===== config.mk =====
export PLATFORM = sky130hd
export DESIGN_NAME = ex_mem_skid
export DESIGN_NICKNAME = d
export VERILOG_FILES = /design/src/rtl/ex_mem_pkg.sv /design/src/rtl/sat_counter.sv /design/src/rtl/ex_mem_skid.sv
export SDC_FILE = /design/constraint.sdc
export NUM_CORES = 1
export LEC_CHECK = 0
export BUFFER_PORTS_ARGS = -buffer_cell sky130_fd_sc_hd__buf_2
export CAP_MARGIN = 25
export CORE_MARGIN = 2
export CORE_UTILIZATION = 49
export DETAILED_ROUTE_END_ITERATION = 10
export GPL_TIMING_DRIVEN = 0
export PLACE_DENSITY = 0.82
export SLEW_MARGIN = 40
export SYNTH_ARGS = -nofsm -noshare
export SYNTH_HDL_FRONTEND = slang
export SYNTH_SLANG_ARGS = --single-unit

===== constraint.sdc =====
create_clock -name clk -period 1.85 [get_ports clk]
set_input_delay 0.185 -clock clk [delete_from_list [all_inputs] [get_ports clk]]
set_output_delay 0.185 -clock clk [all_outputs]
set_load 0.01 [all_outputs]

===== src/rtl/ex_mem_pkg.sv =====
// ex_mem_pkg: shared state encoding, control-bit indices and payload sizing for the EX/MEM skid buffer
package ex_mem_pkg;
  typedef enum logic [1:0] {EMPTY = 2'd0, ONE = 2'd1, FULL = 2'd2} state_e;
  localparam int CTRL_REG_WRITE  = 3;
  localparam int CTRL_MEM_TO_REG = 2;
  localparam int CTRL_MEM_READ   = 1;
  localparam int CTRL_MEM_WRITE  = 0;
  function automatic int pw_of(input int dw, input int rw);
    return 2 * dw + rw + 5;
  endfunction
endpackage


===== src/rtl/sat_counter.sv =====
// sat_counter: up-counter that sticks at all-ones, cleared only by async active-low reset
module sat_counter #(
  parameter int W = 16
) (
  input  logic         clk,
  input  logic         rst_n,
  input  logic         inc,
  output logic [W-1:0] cnt
);
  logic [W-1:0] cnt_q, cnt_d;
  always_comb cnt_d = (inc && !(&cnt_q)) ? cnt_q + {{(W-1){1'b0}}, 1'b1} : cnt_q;
  always_ff @(posedge clk or negedge rst_n)
    if (!rst_n) cnt_q <= '0;
    else cnt_q <= cnt_d;
  assign cnt = cnt_q;
endmodule


===== src/rtl/ex_mem_skid.sv =====
// ex_mem_skid: two-entry skid buffer at the EX/MEM boundary with registered handshakes
module ex_mem_skid
  import ex_mem_pkg::*;
#(
  parameter int DW = 32,
  parameter int RW = 5,
  parameter int CW = 16
) (
  input  logic          clk,
  input  logic          rst_n,
  input  logic          flush,
  input  logic          in_valid,
  output logic          in_ready,
  input  logic [DW-1:0] in_alu_out,
  input  logic          in_zero,
  input  logic [DW-1:0] in_wdata,
  input  logic [RW-1:0] in_wr_reg,
  input  logic [3:0]    in_ctrl,
  output logic          out_valid,
  input  logic          out_ready,
  output logic [DW-1:0] out_alu_out,
  output logic          out_zero,
  output logic [DW-1:0] out_wdata,
  output logic [RW-1:0] out_wr_reg,
  output logic [3:0]    out_ctrl,
  output logic [CW-1:0] stall_cnt
);
  localparam int PW = pw_of(DW, RW);
  state_e state_q, state_d;
  logic [PW-1:0] main_q, main_d, skid_q, skid_d, in_pl;
  logic out_valid_q, out_valid_d, in_ready_q, in_ready_d;
  logic push, pop;
  assign in_pl = {in_alu_out, in_zero, in_wdata, in_wr_reg, in_ctrl[CTRL_REG_WRITE],
                  in_ctrl[CTRL_MEM_TO_REG], in_ctrl[CTRL_MEM_READ], in_ctrl[CTRL_MEM_WRITE]};
  assign push = in_valid & in_ready_q;
  assign pop  = out_valid_q & out_ready;
  // flush only drops occupancy; payload registers keep their contents
  always_comb begin
    state_d = state_q;
    main_d  = main_q;
    skid_d  = skid_q;
    if (flush) state_d = EMPTY;
    else
      case (state_q)
        EMPTY: if (push) begin
          state_d = ONE;
          main_d  = in_pl;
        end
        ONE: if (push && pop) main_d = in_pl;
        else if (push) begin
          state_d = FULL;
          skid_d  = in_pl;
        end else if (pop) state_d = EMPTY;
        FULL: if (pop) begin
          state_d = ONE;
          main_d  = skid_q;
        end
        default: state_d = EMPTY;
      endcase
    out_valid_d = state_d != EMPTY;
    in_ready_d  = state_d != FULL;
  end
  always_ff @(posedge clk or negedge rst_n)
    if (!rst_n) begin
      state_q     <= EMPTY;
      main_q      <= '0;
      skid_q      <= '0;
      out_valid_q <= 1'b0;
      in_ready_q  <= 1'b1;
    end else begin
      state_q     <= state_d;
      main_q      <= main_d;
      skid_q      <= skid_d;
      out_valid_q <= out_valid_d;
      in_ready_q  <= in_ready_d;
    end
  assign {out_alu_out, out_zero, out_wdata, out_wr_reg} = main_q[PW-1:4];
  assign out_ctrl[CTRL_REG_WRITE]  = main_q[3];
  assign out_ctrl[CTRL_MEM_TO_REG] = main_q[2];
  assign out_ctrl[CTRL_MEM_READ]   = main_q[1];
  assign out_ctrl[CTRL_MEM_WRITE]  = main_q[0];
  assign out_valid = out_valid_q;
  assign in_ready  = in_ready_q;
  sat_counter #(.W(CW)) u_stall (
    .clk  (clk),
    .rst_n(rst_n),
    .inc  (out_valid_q & ~out_ready),
    .cnt  (stall_cnt)
  );
endmodule


==> results of run 1 <==
## flip-flops by register name, summed over array words and instances (netlist names)
| name | cells |
|---|---|
| main_q | 74 |
| u_stall.cnt | 16 |
| out_valid | 1 |
| skid_q | 74 |
| state_q | 2 |
| in_ready | 1 |
## worst max-delay path by stage
| stage | start | endpoint | slack (ns) | cells after the start |
|---|---|---|---|---|
| floorplan | u_stall.cnt[5]$_DFFE_PN0P_ | u_stall.cnt[1]$_DFFE_PN0P_ | 0.01 | 5 |
| global placement | rst_n | skid_q[63]$_DFFE_PN0P_ | -1.76 | 1 |
| detailed placement | state_q[1]$_DFF_PN0_ | main_q[65]$_DFFE_PN0P_ | -0.27 | 6 |
| CTS | in_ready$_DFF_PN1_ | main_q[49]$_DFFE_PN0P_ | -0.08 | 6 |
| global route | in_ready$_DFF_PN1_ | main_q[70]$_DFFE_PN0P_ | -0.13 | 6 |
| finish | in_ready$_DFF_PN1_ | main_q[70]$_DFFE_PN0P_ | -0.06 | 6 |
## worst max-delay path: stages, from the launching register on
cell and delay, ns:
dfstp_2 0.54, nand2_2 0.06, o32a_1 0.37, nor2_4 0.16, buf_4 0.17, buf_6 0.15, mux2_2 0.35
## metrics by stage
| stage | std cells | util, % | setup WS, ns | TNS, ns |
|---|---|---|---|---|
| 6_report | 935 | 68.8 | -0.0557 | -1.97 |
| 3_5_place_dp | 842 | 58.3 | -0.272 | -18.46 |
| 5_1_grt | 935 | 68.8 | -0.131 | -6.11 |
| 3_3_place_gp | 840 | 57.8 | -1.76 | -302.93 |
| 2_1_floorplan | 486 | - | 0.0111 | 0 |
| 4_1_cts | 917 | 66.8 | -0.0816 | -3.40 |
## cell families (layout without fill, tap and decap cells)
group / Yosys count / count (layout) / synth area share, %
AND/OR/NAND/NOR: 35 / 35 / 2.93
XOR/XNOR: 13 / 13 / 1.55
flip-flops: 168 / 168 / 57.2
adder cells (fa/ha/maj): 1 / 1 / 0.170
multiplexers: 223 / 223 / 34.2
AO/OA/AOI/OAI: 18 / 18 / 1.89
buffers and inverters: 28 / 293 / 2.08
## what timing repair did
action,CTS,global route
gates resized for setup,69,41
hold buffers,38,2
hold endpoints to repair,204,2
endpoints found under the setup margin,139,105
cloned,2,1
pin swaps,1,4
setup buffers,4,15
## metal layers
metal	wire length (um)	up-vias	part of all wire (%)	track usage, %
li1	-	2264	-	-
met1	7180	2477	42	26.9
met2	8670	137	51	36.3
met3	729	32	4.3	5.27
met4	374	0	2.2	8.14
met5	0	-	0	0
## layout make-up
type / count / area share [%]
clock inverter: 9 / 0.648
tap: 184 / 2.29
inverter: 2 / 0.0748
timing repair buffer: 234 / 15.1
multi-input combinational: 290 / 32.3
clock buffer: 23 / 4.96
buffer: 25 / 2.62
sequential: 168 / 42.0
## where the power goes
group,total (mW),internal (mW),switching [mW]
Clock,3.35,1.90,1.44
Combinational,3.88,2.34,1.55
Sequential,6.05,5.19,0.859
## cells in the mapped netlist, types with 2 or more instances
master and n:
xnor2_1 12, nand3_1 4, o211ai_1 3, nor3_1 3, inv_1 2, nor2_1 4, a31oi_1 3, buf_2 14
and3_1 2, nand4_1 3, dfrtp_1 167, nand2b_1 2, buf_4 6, nor2b_1 2, a211o_1 2, mux2_2 222
clkbuf_1 5, nand2_1 6, nand3_2 2
==> run_results.csv, run 1 <==
group,metric,value,unit
outcome,outcome,"finished with violations",
synthesis,synth-edff-count,0,
cts,cts_max_level,4,
die,die_h,126,um
synthesis,yosysWarnings,0,
cts,cts_buffers,17,
final_layout,n_fill_cell,950,
cts,clk_latency,0.43,ns
die,core_area,14600,um^2
timing,rsz0062_at_grt,"true",
cts,clock-sinks,168,
timing,post-route-period-util,103,%
timing,timing.fmax,525,MHz
worst_hold_path,whs_path_depth,2,
final_layout,drive_above_1_share,65.0,%
synthesis,synth_seq_cells,168,
synthesis,avgSynthCellArea,15.1,um^2
placed_design,place_hpwl,11000,um
setup_path,r2r-end,"main_q[70]$_DFFE_PN0P_",
routing,wl_per_cell,18.1,um
final_layout,seq_area,4210,um^2
setup_path,crit_arrival,2.22,ns
routing,route.final.wire_length,17000,um
cts,cts_buffer_depth,2,
routing,drcViolationCount,0,
synthesis,synth_async_sr_flop_share,100,%
routing,first_iter_violations,251,
synthesis,synth_flop_cell,"dfrtp_1",
timing,hold_viol_final,0,
cts,root_buffer,"clkbuf_16",
synthesis,syn_nets,566,
worst_hold_path,whs_endpoint,"skid_q[69]$_DFFE_PN0P_",
setup_path,cp.required,2.16,ns
setup_path,r2r_cells,6,
setup_path,worstPathMaxFanout,10,
synthesis,synth_top_area_cell,"dfrtp_1",
setup_path,end_kind,"flop",
routing,avgViaCountPerCell,5.25,
synthesis,synth.distinct_cells,41,
die,start_util,50.4,%
global_routing,grt_max_degree,80,
synthesis,yosysSeqAreaShare,57.2,%
setup_path,cp-start-kind,"flop",
final_layout,area_growth,36.5,%
final_layout,final_cell_mix,"172 x mux2_2, 169 x buf_2, 163 x dfrtp_1",
placed_design,portBuffers,170,
final_layout,n_antenna_cell,0,
outcome,violations,"setup timing",
pwr,power_density,1320,nW/um^2
setup_path,worst-setup-path-type,"flop to flop",
die,fp-row-count,44,
timing,layout_min_cycle_time,1.91,ns
timing,tightest_slew,0.390,ns
timing,slew_violations,0,
routing,dr.pass1.iters,4,
global_routing,antenna_found_initial,0,
global_routing,track_usage,21.5,%
global_routing,grt_overflow_total,0,
timing,skew,0.00627,ns
final_layout,multi_input_area,3240,um^2
die,ios,171,
setup_path,reg2reg_from,"in_ready$_DFF_PN1_",
global_routing,grt_pass1_vias,5371,
worst_hold_path,holdCritStartpoint,"in_alu_out[27]",
pwr,irDropWorstVdd,0.722,mV
placed_design,place_area,8500,um^2
routing,ant_nets,0,
synthesis,synthCells,486,
die,die_x,126,um
die,dieArea,16000,um^2
setup_path,worst-r2r-setup-slack,-0.06,ns
pwr,cellLeakagePower,4.69,nW
global_routing,grt_pass1_wl,27300,um
worst_hold_path,min_path_type,"primary input to flop",
placed_design,place_congestion,0.855,
timing,fin_hold_ws,0.0133,ns
synthesis,syn_area,7350,um^2
pwr,power,13.3,mW
cts,cts.clk_slew.worst_paths,0.06,ns
cts,tritoncts,"done",
routing,num_vias,4910,
final_layout,final_common_cell,"mux2_2",
timing,worst_slack,-0.0557,ns
flow_run,cap_violations,0,
synthesis,synth_top_area_share,56.9,%
timing,setup_viol,59,
final_layout,finalInstanceArea,10000,um^2
timing,slew_headroom,73.8,%
final_layout,nets,818,
synthesis,synthTopCellsByArea,"dfrtp_1 57%, mux2_2 34%, xnor2_1 1.4%",
Note: power is estimated with default switching activity, not from simulation.
==> run 2: changes to the inputs <==
--- a/config.mk
+++ b/config.mk
@@ -8,10 +8,10 @@
 export BUFFER_PORTS_ARGS = -buffer_cell sky130_fd_sc_hd__buf_2
 export CAP_MARGIN = 25
 export CORE_MARGIN = 2
-export CORE_UTILIZATION = 49
+export CORE_UTILIZATION = 36
 export DETAILED_ROUTE_END_ITERATION = 10
 export GPL_TIMING_DRIVEN = 0
-export PLACE_DENSITY = 0.82
+export PLACE_DENSITY = 0.64
 export SLEW_MARGIN = 40
 export SYNTH_ARGS = -nofsm -noshare
 export SYNTH_HDL_FRONTEND = slang
==> run_results.csv, run 2 (synthesis results as in run 1) <==
group,metric,value,unit
setup_path,r2r_cells,7,
final_layout,drive_above_1_share,64.6,%
cts,cts_max_level,4,
setup_path,critPathMaxStageDelay,0.54,ns
routing,first_iter_violations,132,
setup_path,r2r-end,"main_q[59]$_DFFE_PN0P_",
timing,slew_headroom,72.5,%
timing,timing.fmax,521,MHz
final_layout,nets,821,
pwr,cellLeakagePower,4.83,nW
timing,tightest_slew,0.413,ns
outcome,outcome,"finished with violations",
routing,route.final.wire_length,17700,um
final_layout,n_antenna_cell,0,
setup_path,worstPathMaxFanout,6,
setup_path,worst-setup-path-type,"flop to flop",
global_routing,grt_max_degree,81,
timing,rsz0062_at_grt,"true",
final_layout,finalInstanceArea,10400,um^2
setup_path,cp_cell_sequence,"nand2_2 > o32a_1 > nor2_4 > buf_12 > buf_12 > buf_8 > mux2_4",
timing,post-route-period-util,104,%
die,dieArea,21600,um^2
final_layout,final_cell_mix,"171 x buf_2, 162 x dfrtp_1, 158 x mux2_2",
timing,layout_min_cycle_time,1.92,ns
timing,skew,0.0122,ns
routing,avgViaCountPerCell,4.83,
placed_design,place_hpwl,11500,um
global_routing,grt_pass1_vias,5495,
die,core_area,20100,um^2
setup_path,crit_path_end,"main_q[59]$_DFFE_PN0P_",
setup_path,slowest_stage,"dfstp_2",
timing,worst_slack,-0.0698,ns
die,ios,171,
routing,num_vias,4949,
die,die_h,147,um
placed_design,portBuffers,170,
outcome,violations,"setup timing",
routing,ant_nets,0,
worst_hold_path,min_path_type,"primary input to flop",
setup_path,crit_arrival,2.22,ns
global_routing,antenna_found_initial,0,
timing,slew_violations,0,
setup_path,worst-r2r-setup-slack,-0.07,ns
cts,clk_latency,0.43,ns
pwr,power,14.1,mW
final_layout,final_common_cell,"buf_2",
cts,clock-sinks,168,
global_routing,grt_pass1_wl,28200,um
global_routing,track_usage,16.4,%
setup_path,cp-start-kind,"flop",
setup_path,worstSetupPathDepth,7,
die,die_x,147,um
cts,root_buffer,"clkbuf_16",
timing,hold_viol_final,0,
cts,cts_buffers,17,
setup_path,reg2reg_from,"in_ready$_DFF_PN1_",
cts,tritoncts,"done",
setup_path,worst-path-buf-inv,3,
final_layout,fin_util,51.8,%
placed_design,place_area,8610,um^2
die,fp-row-count,52,
flow_run,cap_violations,0,
final_layout,area_growth,41.8,%
pwr,irDropWorstVdd,0.607,mV
placed_design,place_congestion,0.802,
setup_path,end_kind,"flop",
pwr,power_density,1350,nW/um^2
setup_path,path_delay_family,"flip-flops",
routing,dr.pass1.iters,4,
routing,drcViolationCount,0,
setup_path,cp.required,2.15,ns
cts,cts.clk_slew.worst_paths,0.07,ns
cts,cts_buffer_depth,2,
setup_path,crit_start,"in_ready$_DFF_PN1_",
global_routing,grt_overflow_total,0,
routing,wl_per_cell,17.3,um
die,start_util,36.6,%
final_layout,n_fill_cell,1688,
setup_path,worst_path_most_repeated_cell,"buf_12",
timing,setup_tns,-1.41,ns
timing,setup_viol,38,
## run 2: cell count changes in the layout (fill, tap and decap cells not counted), moves of 3 or more
cell and change:
buf_4 -18, buf_6 +4, buf_8 +3, bufinv_16 +5, clkbuf_8 -5, dlygate4sd3_1 +8, mux2_2 -14, mux2_4 +15
## run 2: power by group
| part | leakage [nW] | switching, mW | total [mW] | internal (mW) |
|---|---|---|---|---|
| combinational | 2.48 | 1.58 | 4.06 | 2.48 |
| clock | 0.326 | 1.59 | 4.03 | 2.44 |
| sequential | 2.02 | 0.821 | 6.01 | 5.19 |
| total | 4.83 | 3.99 | 14.1 | 10.1 |
## run 2: area by class of cell
| cell class | count | area, um^2 | area share [%] |
|---|---|---|---|
| well taps | 270 | 338 | 3.24 |
| multi-input cells | 290 | 3300 | 31.7 |
| repair buffers | 239 | 1670 | 16.0 |
| clock inverters | 15 | 239 | 2.29 |
| flip-flops and latches | 168 | 4210 | 40.4 |
| plain buffers | 23 | 233 | 2.23 |
| clock buffers | 17 | 425 | 4.08 |
| inverters | 2 | 7.51 | 0.0720 |
## run 2: timing repair
item,in CTS,in global routing
hold buffers,48,0
setup buffers,11,4
resized for setup,84,48
pin swaps,0,2
endpoints found under the setup margin,134,121
gates cloned,3,2
hold endpoints to repair,214,0
## run 2: worst min path at each step
stage,from,endpoint,slack (ns),cells past startpoint
after floorplan,rst_n,main_q[0]$_DFFE_PN0P_,-0.11,0
after global placement,flush,state_q[0]$_DFF_PN0_,0.39,2
after detailed placement,rst_n,main_q[64]$_DFFE_PN0P_,0.02,1
after CTS,in_alu_out[23],skid_q[65]$_DFFE_PN0P_,0.00008,2
after global routing,in_wdata[0],skid_q[9]$_DFFE_PN0P_,0.006,2
final,in_wdata[11],skid_q[20]$_DFFE_PN0P_,0.01,2
## run 2: metal layers
metal / vias up / share of wire [%] / global-route usage (%)
met5: - / 0 / 0
met4: 0 / 2.1 / 6.46
met3: 21 / 3.6 / 3.29
met2: 113 / 50 / 28.4
met1: 2535 / 44 / 20.2
li1: 2280 / - / -
## run 2: per-stage QoR
stage	instances	hold WS [ns]	setup WS, ns
6_report	1024	0.0128	-0.0698
5_1_grt	1024	0.00636	-0.132
4_1_cts	1021	0.0000780	-0.0755
3_5_place_dp	928	0.0165	-0.319
3_3_place_gp	926	0.390	-1.83
2_1_floorplan	486	-0.111	0.0111
## run 2: worst reg2reg max path: cells and delay by family, from the launching register on
kind / cells / cell delay, ns
mux: 1 / 0.30
buf+inv: 3 / 0.41
compound gates: 1 / 0.36
simple gates: 2 / 0.20
flops: 1 / 0.54
